--- src/rtl/approx_add_pkg.sv ---
// Shared constants, result record and saturating helper for the approximate-adder arbiter.
package approx_add_pkg;

    localparam int DEFAULT_NREQ        = 4;
    localparam int DEFAULT_WIDTH       = 16;
    localparam int DEFAULT_APPROX_BITS = 5;
    localparam int DEFAULT_IDW         = $clog2(DEFAULT_NREQ);

    typedef struct packed {
        logic [DEFAULT_WIDTH:0]   sum;
        logic [DEFAULT_IDW-1:0]   id;
    } rsp_rec_t;

    function automatic logic [31:0] sat_add32(input logic [31:0] acc, input logic [31:0] inc);
        logic [32:0] s;
        s = {1'b0, acc} + {1'b0, inc};
        return s[32] ? 32'hFFFF_FFFF : s[31:0];
    endfunction

endpackage

--- src/rtl/approx_add_arbiter_adder.sv ---
// Combinational ripple-carry adder whose low APPROX_BITS positions pass a[k] through
// and forward b[k] as carry; upper positions are exact full adders.
module approx_rc_adder #(
    parameter int WIDTH       = 16,
    parameter int APPROX_BITS = 5
) (
    input  logic [WIDTH-1:0] a,
    input  logic [WIDTH-1:0] b,
    output logic [WIDTH:0]   sum
);

    logic [WIDTH:0] c;

    always_comb begin
        c   = '0;
        sum = '0;
        for (int k = 0; k < WIDTH; k++) begin
            if (k < APPROX_BITS) begin
                sum[k]   = a[k];
                c[k+1]   = b[k];
            end else begin
                sum[k]   = a[k] ^ b[k] ^ c[k];
                c[k+1]   = (a[k] & b[k]) | (c[k] & (a[k] ^ b[k]));
            end
        end
        sum[WIDTH] = c[WIDTH];
    end

endmodule

--- src/rtl/approx_add_arbiter.sv ---
// Round-robin shared approximate adder with a one-entry registered result stage.
// Define APPROX_ADD_ERRMON_EN to add the exact-sum error monitor (err_* ports).
module approx_add_arbiter
    import approx_add_pkg::*;
#(
    parameter int  NREQ        = DEFAULT_NREQ,
    parameter int  WIDTH       = DEFAULT_WIDTH,
    parameter int  APPROX_BITS = DEFAULT_APPROX_BITS,
    localparam int IDW         = $clog2(NREQ)
) (
    input  logic                  clk,
    input  logic                  rst_n,
    input  logic [NREQ-1:0]       req_valid,
    output logic [NREQ-1:0]       req_ready,
    input  logic [NREQ*WIDTH-1:0] req_a,
    input  logic [NREQ*WIDTH-1:0] req_b,
    output logic                  rsp_valid,
    input  logic                  rsp_ready,
    output logic [WIDTH:0]        rsp_sum,
    output logic [IDW-1:0]        rsp_id
`ifdef APPROX_ADD_ERRMON_EN
    ,
    input  logic                  err_clr,
    output logic [31:0]           err_cnt,
    output logic [31:0]           err_abs
`endif
);

    typedef struct packed {
        logic [WIDTH:0] sum;
        logic [IDW-1:0] id;
    } rec_t;

    logic [IDW-1:0]   last_q, last_d;
    rec_t             rsp_q, rsp_d;
    logic             rsp_valid_q, rsp_valid_d;
    logic             ld, found, grant;
    logic [IDW-1:0]   gnt_idx, cand;
    logic [WIDTH-1:0] a_mux, b_mux;
    logic [WIDTH:0]   approx_sum;

    assign ld = !rsp_valid_q || rsp_ready;

    // Search begins just after the last winner so every requester is reached within NREQ-1 grants.
    always_comb begin
        found   = 1'b0;
        gnt_idx = '0;
        cand    = '0;
        for (int off = 1; off <= NREQ; off++) begin
            cand = IDW'((int'(last_q) + off) % NREQ);
            if (!found && req_valid[cand]) begin
                found   = 1'b1;
                gnt_idx = cand;
            end
        end
    end

    assign grant = rst_n && ld && found;

    always_comb begin
        req_ready = '0;
        if (grant) begin
            req_ready[gnt_idx] = 1'b1;
        end
    end

    always_comb begin
        a_mux = '0;
        b_mux = '0;
        for (int i = 0; i < NREQ; i++) begin
            if (gnt_idx == IDW'(i)) begin
                a_mux = req_a[i*WIDTH +: WIDTH];
                b_mux = req_b[i*WIDTH +: WIDTH];
            end
        end
    end

    approx_rc_adder #(
        .WIDTH       (WIDTH),
        .APPROX_BITS (APPROX_BITS)
    ) u_approx (
        .a   (a_mux),
        .b   (b_mux),
        .sum (approx_sum)
    );

    always_comb begin
        rsp_valid_d = rsp_valid_q;
        rsp_d       = rsp_q;
        last_d      = last_q;
        if (grant) begin
            rsp_valid_d = 1'b1;
            rsp_d.sum   = approx_sum;
            rsp_d.id    = gnt_idx;
            last_d      = gnt_idx;
        end else if (rsp_ready) begin
            rsp_valid_d = 1'b0;
        end
    end

    always_ff @(posedge clk or negedge rst_n) begin
        if (!rst_n) begin
            rsp_valid_q <= 1'b0;
            rsp_q       <= '0;
            last_q      <= IDW'(NREQ - 1);
        end else begin
            rsp_valid_q <= rsp_valid_d;
            rsp_q       <= rsp_d;
            last_q      <= last_d;
        end
    end

    assign rsp_valid = rsp_valid_q;
    assign rsp_sum   = rsp_q.sum;
    assign rsp_id    = rsp_q.id;

`ifdef APPROX_ADD_ERRMON_EN
    logic [WIDTH:0] exact_sum, abs_diff;
    logic [31:0]    err_cnt_q, err_cnt_d, err_abs_q, err_abs_d;

    approx_rc_adder #(
        .WIDTH       (WIDTH),
        .APPROX_BITS (0)
    ) u_exact (
        .a   (a_mux),
        .b   (b_mux),
        .sum (exact_sum)
    );

    assign abs_diff = (approx_sum >= exact_sum) ? (approx_sum - exact_sum) : (exact_sum - approx_sum);

    // Clear wins over an update landing in the same cycle.
    always_comb begin
        err_cnt_d = err_cnt_q;
        err_abs_d = err_abs_q;
        if (err_clr) begin
            err_cnt_d = '0;
            err_abs_d = '0;
        end else if (grant) begin
            err_cnt_d = sat_add32(err_cnt_q, 32'(approx_sum != exact_sum));
            err_abs_d = sat_add32(err_abs_q, 32'(abs_diff));
        end
    end

    always_ff @(posedge clk or negedge rst_n) begin
        if (!rst_n) begin
            err_cnt_q <= '0;
            err_abs_q <= '0;
        end else begin
            err_cnt_q <= err_cnt_d;
            err_abs_q <= err_abs_d;
        end
    end

    assign err_cnt = err_cnt_q;
    assign err_abs = err_abs_q;
`else
    // Monitor absent in this build.
`endif

endmodule

--- config.mk ---
export PLATFORM = sky130hd
export DESIGN_NAME = approx_add_arbiter
export DESIGN_NICKNAME = d
export VERILOG_FILES = /design/src/rtl/approx_add_pkg.sv /design/src/rtl/approx_add_arbiter_adder.sv /design/src/rtl/approx_add_arbiter.sv
export SDC_FILE = /design/constraint.sdc
export NUM_CORES = 1
export LEC_CHECK = 0
export ABC_CLOCK_PERIOD_IN_PS = 6500
export BUFFER_PORTS_ARGS = -buffer_cell sky130_fd_sc_hd__buf_2
export CORE_UTILIZATION = 40
export CTS_BUF_LIST = sky130_fd_sc_hd__clkbuf_8
export DETAILED_ROUTE_END_ITERATION = 10
export PLACE_DENSITY = 0.8
export SETUP_SLACK_MARGIN = 0.4
export SYNTH_ARGS = -nofsm -noshare
export SYNTH_HDL_FRONTEND = slang
export SYNTH_SLANG_ARGS = --single-unit
--- constraint.sdc ---
create_clock -name clk -period 6.5 [get_ports clk]
set_clock_uncertainty 0.15 [all_clocks]
set_input_delay 0.65 -clock clk [delete_from_list [all_inputs] [get_ports clk]]
set_output_delay 0.65 -clock clk [all_outputs]
set_load 0.02 [all_outputs]
Word-level counts from Yosys, hierarchy flattened
Cells that the tools add are included.
Widths: inputs -> output; s select.
Cells by class
  add/sub/neg operators: 4
  $lt $le $gt $ge: 6
  equality and inequality tests: 3
  mux-type cells: 29
  bitwise logic cells: 55
  reductions and logical operators: 13
Operators by type and width (count)
  $mux 16: 8
  $and 1x1->1: 22
  $xor 1x1->1: 22
  $lt 2x3->1 const B: 5
  $mux 1: 11
  $or 1x1->1: 11
  $bmux 1 s2: 4
  $mux 2: 4
  $logic_and 1x1->1: 6
  $add 2x1->2 const B: 2
  $add 2x2->2 const B: 2
  $eq 2x2->1 const B: 2
  $logic_not 1->1: 4
  $mux 4: 1
  $demux 1 s2: 1
  $eq 2x1->1 const B: 1
  $ge 2x1->1 const B: 1
  $logic_not 2->1: 1
  $reduce_bool 2->1: 1
  $logic_or 1x1->1: 1
Storage, ports and cells
  register bits after elaboration: 22
  input port bits: 135
  output and inout bits: 24
  word-level logic and storage cells: 114

Logic depth before layout (Yosys ltp)
Gate-level depths: netlist of run 1.
  depth after elaboration: 41
  gate-level depth with buffers: 23

Modules after synthesis
From an unflattened synthesis of run 1, not the netlist that was laid out.
Unflattened totals
  cell total of the unflattened synthesis: 203
  area total of the unflattened synthesis: 2260.9 um^2
By module, submodules not included
  approx_add_arbiter: times used 1, cells an instance 177, area each 1965.6 um^2
  approx_rc_adder: times used 1, cells an instance 26, area each 295.3 um^2

Least setup slack after synthesis of run 1
No wires, ideal clock.
  path type: input-to-reg
  from: in req_valid[3]
  to: reg rsp_q (netlist bit rsp_sum[15])
  setup time: 117 ps
  data arrival time: 5888 ps
  data required time: 6233 ps
  path slack: 345 ps
  cell stages on the path: 21
  buffers on the path: 1
  cell sequence: nor2b_1 > a21o_1 > a211oi_2 > clkbuf_1 > o21ai_0 > fa_1 > fa_1 > fa_1 > fa_1 > fa_1 > fa_1 > fa_1 > inv_1 > fa_1 > inv_1 > fa_1 > fa_1 > inv_1 > fa_1 > nand2_1 > nand2_1
On the way
  longest elaborated chain between the ends: 39
  elaborated cells between the ends (all ways): 77
  those cells by class: eq/ne (3); mux (24); bitwise (42); reduce/logical (8)
RTL lines
  start: declaration: RTL line approx_add_arbiter.sv:13  | input logic [NREQ-1:0] req_valid,
  $bmux 1 s2: RTL line approx_add_arbiter.sv:51  | if (!found && req_valid[cand]) begin
  $mux 1 (not written as such): RTL line approx_add_arbiter.sv:51
  $mux 1: RTL line approx_add_arbiter.sv:51
  $logic_not 1->1: RTL line approx_add_arbiter.sv:51
  $logic_and 1x1->1: RTL line approx_add_arbiter.sv:51
  $mux 1: RTL line approx_add_arbiter.sv:51
  $logic_not 1->1: RTL line approx_add_arbiter.sv:51
  $logic_and 1x1->1: RTL line approx_add_arbiter.sv:51
  [... 24 more ...]
  $and 1x1->1: RTL line approx_add_arbiter_adder.sv:23  | c[k+1] = (a[k] & b[k]) | (c[k] & (a[k] ^ b[k]));
  $or 1x1->1: RTL line approx_add_arbiter_adder.sv:23
  $and 1x1->1: RTL line approx_add_arbiter_adder.sv:23
  $or 1x1->1: RTL line approx_add_arbiter_adder.sv:23
  $and 1x1->1: RTL line approx_add_arbiter_adder.sv:23
  $or 1x1->1: RTL line approx_add_arbiter_adder.sv:23
  $xor 1x1->1 *: RTL line approx_add_arbiter_adder.sv:22  | sum[k] = a[k] ^ b[k] ^ c[k];
  via approx_sum[15]: RTL line approx_add_arbiter.sv:40  | logic [WIDTH:0] approx_sum;
  end signal: assignment: RTL line approx_add_arbiter.sv:108  | rsp_q <= rsp_d;
  end: declaration: RTL line approx_add_arbiter.sv:35  | rec_t rsp_q, rsp_d;
The timed path passes the listed nets; every way through them passes the cells marked *. The select of a mux whose other input is x is not followed.
A chain may end at the register's enable or synchronous reset.

Worst setup path in the final report of run 1
Ends and elaborated chain as after synthesis.

==> flow_metrics.tcl, run 1 <==
set metrics [dict create \
    via_count 2141 \
    io_pins 159 \
    syn-num-nets 389 \
    vdd_ir_drop_max_mv 0.102 \
    synth_fa_ha_area_share_pct 10.2 \
    die_height_um 75.3 \
    clock_latency_ps 260 \
    grt_max_degree 39 \
    arrival_ps 5870 \
    synth_top_family_by_area "multiplexers" \
    synthSimpleGateAreaFrac_pct 15.5 \
    status "completed" \
    min_path_type "primary input to async pin" \
    rows 26 \
    multi_input_area_mm2 0.00149 \
    crit_fanout 6 \
    drv_slew 0 \
    crit_top_cell "fa_1" \
    register_area_um2 553 \
    synth_cells 243 \
    wl_um 5150 \
    grt_pass1_wl_um 7910 \
    grt_overflow 0 \
    root_buffer "clkbuf_8" \
    die_w_um 75.3 \
    worst_path_largest_cell_delay_ps 400 \
    period_share_pct 90.3 \
    relSlewSlack_pct 65.7 \
    syn_area_per_cell_um2 8.85 \
    fill_cells 490 \
    dieArea_mm2 0.00567 \
    htree_num_levels 1 \
    crit_chain "buf_2 > nor2b_2 > a21o_1 > a211oi_4 > o21ai_1 > fa_1 > fa_2 > fa_2 > fa_1 > fa_2 > fa_2 > fa_1 > inv_1 > fa_1 > inv_1 > fa_1 > fa_1 > inv_1 > fa_1 > nand2_1 > nand2_1" \
    drtIter0Drc 40 \
    nNetsFinal 527 \
    final_common_cell "buf_2" \
    io_buffers 142 \
    area_delta_synth_final_pct 38.9 \
    cts_tree "built" \
    path_clk_slew_ps 80 \
    wl_per_cell_um 11.5 \
    critPathKind "primary input to register" \
    synth-compound-area-share_pct 16.6 \
    cts_hold_buf 0 \
    grt_util_all_layers_pct 18.0 \
    instances_no_fill 449 \
    antenna_found_initial 0 \
    n_antenna_cell 0 \
    start_kind "primary input" \
    start_util_pct 41.8 \
    grt_pass1_vias 1915 \
    synth_mux_area_share_pct 25.1 \
    antenna_left 0 \
    place_inst 442 \
    finalSetupViolations 0 \
    drc 0 \
    drive_above_1_share_pct 50.1 \
    dp_hpwl_um 4140 \
    dr.pass1.iters 4 \
    cts.sinks 22 \
    cts_buffers 3 \
    vias_per_cell 4.77 \
    yosys.cell_types.count 27 \
    ys_ff_latch 22 \
    max_freq_mhz 170 \
    hold_violations 0 \
    drv_cap 0 \
    fin_setup_tns_ps 0 \
    fin_crit_ps 5870 \
    synth.cell_area_mm2 0.00215 \
    synth_xor_area_share_pct 0 \
    rsz0062_at_grt "false" \
    worst_pin_slew_ps 515 \
    ys_seq_area_share_pct 25.7 \
    synth_warnings 0 \
    crit_path_end_kind "register" \
    required_ps 6510 \
    place.gp.congestion 0.751 \
    p_per_area_mw_per_mm2 293 \
    cts.path.max_buffers 2 \
    power.leakage_nw 1.58 \
    cp_slowest_cell "fa_1" \
    final_cell_mix "142 x buf_2, 54 x nand2_1, 28 x mux2i_1" \
    core-area_mm2 0.00514 \
]
==> synth_stat cells, drive strengths merged <==
cell type	instances	area (µm²)
nor2b	7	43.8
mux2	23	259
inv	4	15.0
o41ai	1	8.76
and3	1	6.26
dfrtp	20	500
a31o	5	43.8
o21ai	29	145
and2	1	6.26
o221ai	1	15.0
clkbuf	3	11.3
or2	1	6.26
nand2	54	203
a21o	8	60.1
mux2i	28	280
nor2	9	33.8
nand2b	4	25.0
fa	11	220
a21oi	7	35.0
o31ai	5	37.5
nor3	2	10.0
buf	16	120
dfstp	2	52.6
a211oi	1	12.5
==> repair_timing <==
action,4_1_cts,5_1_grt
setup endpoints to repair,1,1
setup buffers,4,0
resized for setup,4,10
cloned,0,0
pin swaps,2,2
==> cells by family (layout without fill, tap and decap cells) <==
family / Yosys count / after routing
flip-flops: 22 / 22
buffers and inverters: 23 / 159
AO/OA/AOI/OAI: 57 / 57
multiplexers: 51 / 51
AND/OR/NAND/NOR: 79 / 79
adder cells (fa/ha/maj): 11 / 11
==> flip-flops by register name (all words and copies together) (netlist names) <==
| register | cells |
|---|---|
| last_q | 2 |
| rsp_id | 2 |
| rsp_sum | 17 |
| rsp_valid | 1 |
==> report_power, final <==
| group | internal [W] | switching (W) |
|---|---|---|
| combinational | 0.000254 | 0.000318 |
| sequential | 0.000194 | 0.0000282 |
| clock | 0.0000413 | 0.0000413 |
==> per-stage QoR <==
stage	util (%)	power, W	hold WS, ps	worst slack [ps]	cell area [µm²]
after floorplan	-	0.000640	204	400	2160
final	58.1	0.000877	204	630	2990
after CTS	57.6	0.000884	221	422	2960
after global routing	58.1	0.000966	252	418	2990
after global placement	56.1	0.000763	305	113	2880
after detailed placement	56.1	0.000784	308	10.3	2880
==> cell type report <==
class	instances	area share [%]
multi-input combinational	198	49.9
timing repair buffer	152	26.8
sequential	22	18.5
tap	70	2.93
clock buffer	3	1.38
inverter	4	0.503
==> per-layer routing <==
metal,vias up,wire [µm],track usage [%]
met2,81,2730,34.6
met1,944,2090,21.1
met3,6,263,1.98
met4,0,58,5.14
li1,1110,-,-
met5,-,0,0
==> path summary, 6_finish.rpt <==
path	startpoint	to	slack, ps	cells after the start
worst max-delay path	req_valid[3]	rsp_sum[15]	630	21
worst min-delay path	rst_n	rsp_sum[16]	200	1
worst max register to register	last_q[0]	rsp_sum[15]	690	20
worst min register to register	rsp_sum[16]	rsp_sum[16]	320	2
max in group asynchronous	rst_n	last_q[0]	5630	1
min in group clk	rsp_sum[16]	rsp_sum[16]	320	2
==> worst max-delay path: cells and delay by family <==
family | cells | cell delay [ps]
buffers and inverters | 4 | 340
and+or+nand+nor | 3 | 290
AOI/OAI and AO/OA | 3 | 730
adders and majority gates | 11 | 3850
(Power assumes the default switching activity.)
==> run 2, diff against run 1 <==
Settings changed: CORE_UTILIZATION 40 to 42, PLACE_DENSITY 0.8 to 0.83.
==> run 2 against run 1 <==
Flip-flop and latch count unchanged. Via count is 3.0% higher. Critical endpoint unchanged. Power grew 3.5%. Core utilization up 4.8 points. Worst setup slack improved by 22 ps. Final area rose by 1.4%. Combinational power rose by 3%. Sequential share of layout area shrank 0.26 points. Global-route usage is 2.5 points higher. Critical path depth unchanged. Non-clock buffer count up 2.
==> flow_metrics.tcl, run 2 (synthesized netlist as in run 1, its figures left out) <==
set metrics [dict create \
    status "completed" \
    p_int_w 0.000510 \
    cts.sinks 22 \
    grt_pass1_wl_um 8700 \
    grt_overflow 0 \
    crit_path_end_kind "register" \
    crit_chain "buf_2 > nor2b_2 > a21o_1 > a211oi_4 > o21ai_2 > fa_2 > fa_2 > fa_2 > fa_2 > fa_2 > fa_2 > fa_1 > inv_1 > fa_1 > inv_1 > fa_1 > fa_2 > inv_1 > fa_1 > nand2_1 > nand2_1" \
    start_kind "primary input" \
    root_buffer "clkbuf_8" \
    critPathKind "primary input to register" \
    drv_cap 0 \
    nNetsFinal 529 \
    cts_buffers 3 \
    p_per_area_mw_per_mm2 299 \
    drc 0 \
    final_common_cell "buf_2" \
    dieArea_mm2 0.00541 \
    multi_input_area_mm2 0.00151 \
    htree_num_levels 1 \
    period_share_pct 90.0 \
    io_pins 159 \
    area_delta_synth_final_pct 40.9 \
    netSwitchingPower_w 0.000397 \
    place_ws_ps -11.1 \
    global_route.usage.met1_pct 23.7 \
    drv_slew 0 \
    required_ps 6510 \
    cp_slowest_cell "a211oi_4" \
    fill_cells 427 \
    place.gp.congestion 0.786 \
    rows 25 \
    antenna_left 0 \
    dp_hpwl_um 4240 \
    clock_latency_ps 260 \
    hold_violations 0 \
    crit_fanout 7 \
    power.leakage_nw 1.60 \
    die_w_um 73.6 \
    top_usage_layer "met2" \
    drive_above_1_share_pct 51.8 \
    largest_reg_flops 17 \
    core-area_mm2 0.00482 \
    worst_pin_slew_ps 502 \
    via_count 2206 \
    worst_path_largest_cell_delay_ps 460 \
    grt_max_degree 39 \
    cts_tree "built" \
    fin_ws_ps 652 \
    wl_um 5380 \
    p_seq_share_pct 24.2 \
    die_height_um 73.6 \
    power_frac_clock_pct 10.9 \
    n_antenna_cell 0 \
    vdd_ir_drop_max_mv 0.128 \
    use_met2_pct 38.9 \
    share_comb_of_total_power_pct 65.0 \
    grt_util_all_layers_pct 20.5 \
    swShare_pct 43.7 \
    vias_per_cell 4.91 \
    drtIter0Drc 42 \
    total_power_w 0.000907 \
    cts.path.max_buffers 2 \
    finalSetupViolations 0 \
    start_util_pct 44.6 \
    rsz0062_at_grt "false" \
    path_clk_slew_ps 80 \
    io_buffers 142 \
    min_path_type "primary input to async pin" \
    dr.pass1.iters 4 \
    crit_top_cell "fa_2" \
    relSlewSlack_pct 66.1 \
    grt_pass1_vias 2064 \
    antenna_found_initial 0 \
    max_freq_mhz 171 \
    register_area_um2 553 \
    wl_per_cell_um 12.0 \
    final_cell_mix "142 x buf_2, 54 x nand2_1, 28 x mux2i_1" \
    grtUsageMet3_pct 2.33 \
    fin_crit_ps 5850 \
    arrival_ps 5850 \
]
-- run 2: per-layer routing --
metal / share of wire [%] / vias up
met5: 0 / -
met4: 0.63 / 0
met3: 4.5 / 2
met2: 54 / 82
met1: 41 / 1005
li1: - / 1117
-- run 2: timing repair --
action / 4_1_cts / 5_1_grt
gates resized for setup: 10 / 9
setup endpoints to repair: 1 / 1
pin swaps: 3 / 2
hold buffers: 0 / 0
buffers inserted: 6 / 0
-- run 2: cell type report --
class	instances	share of cell area (%)
clock buffer	4	1.82
timing repair buffer	154	26.9
multi-input combinational	198	49.8
sequential	22	18.2
inverter	4	0.495
tap	67	2.77
-- run 2: through the flow --
stage	cell area (µm²)	setup TNS [ps]	hold slack, ps	instances	utilization (%)
after global placement	2880	0	305	439	59.7
after CTS	3010	0	222	449	62.4
after floorplan	2160	0	204	243	-
final	3030	0	204	449	62.9
after detailed placement	2880	-11.1	307	439	59.7
after global routing	3030	0	234	449	62.9
-- run 2: critical path: cells and delay by family --
family / cells / cell delay [ps]
and+or+nand+nor: 3 / 280
buffers and inverters: 4 / 320
AOI/OAI and AO/OA: 3 / 780
adders and majority gates: 11 / 3800
-- run 2: final timing paths --
kind	startpoint	to	slack (ps)	cells past startpoint
max	req_valid[3]	rsp_sum[15]	650	21
min	rst_n	rsp_sum[11]	200	1
max reg2reg	last_q[0]	rsp_sum[15]	720	20
min reg2reg	rsp_sum[15]	rsp_sum[15]	320	2
max in group asynchronous	rst_n	last_q[1]	5630	1
min in group clk	rsp_sum[15]	rsp_sum[15]	320	2
-- run 2: power groups by stage --
stage	Combinational [W]	Sequential (W)	Clock, W
finish	0.000590	0.000219	0.0000987
global route	0.000671	0.000227	0.000108
CTS	0.000584	0.000220	0.000102
detailed placement	0.000557	0.000225	0
global placement	0.000540	0.000223	0
floorplan	0.000352	0.000289	0
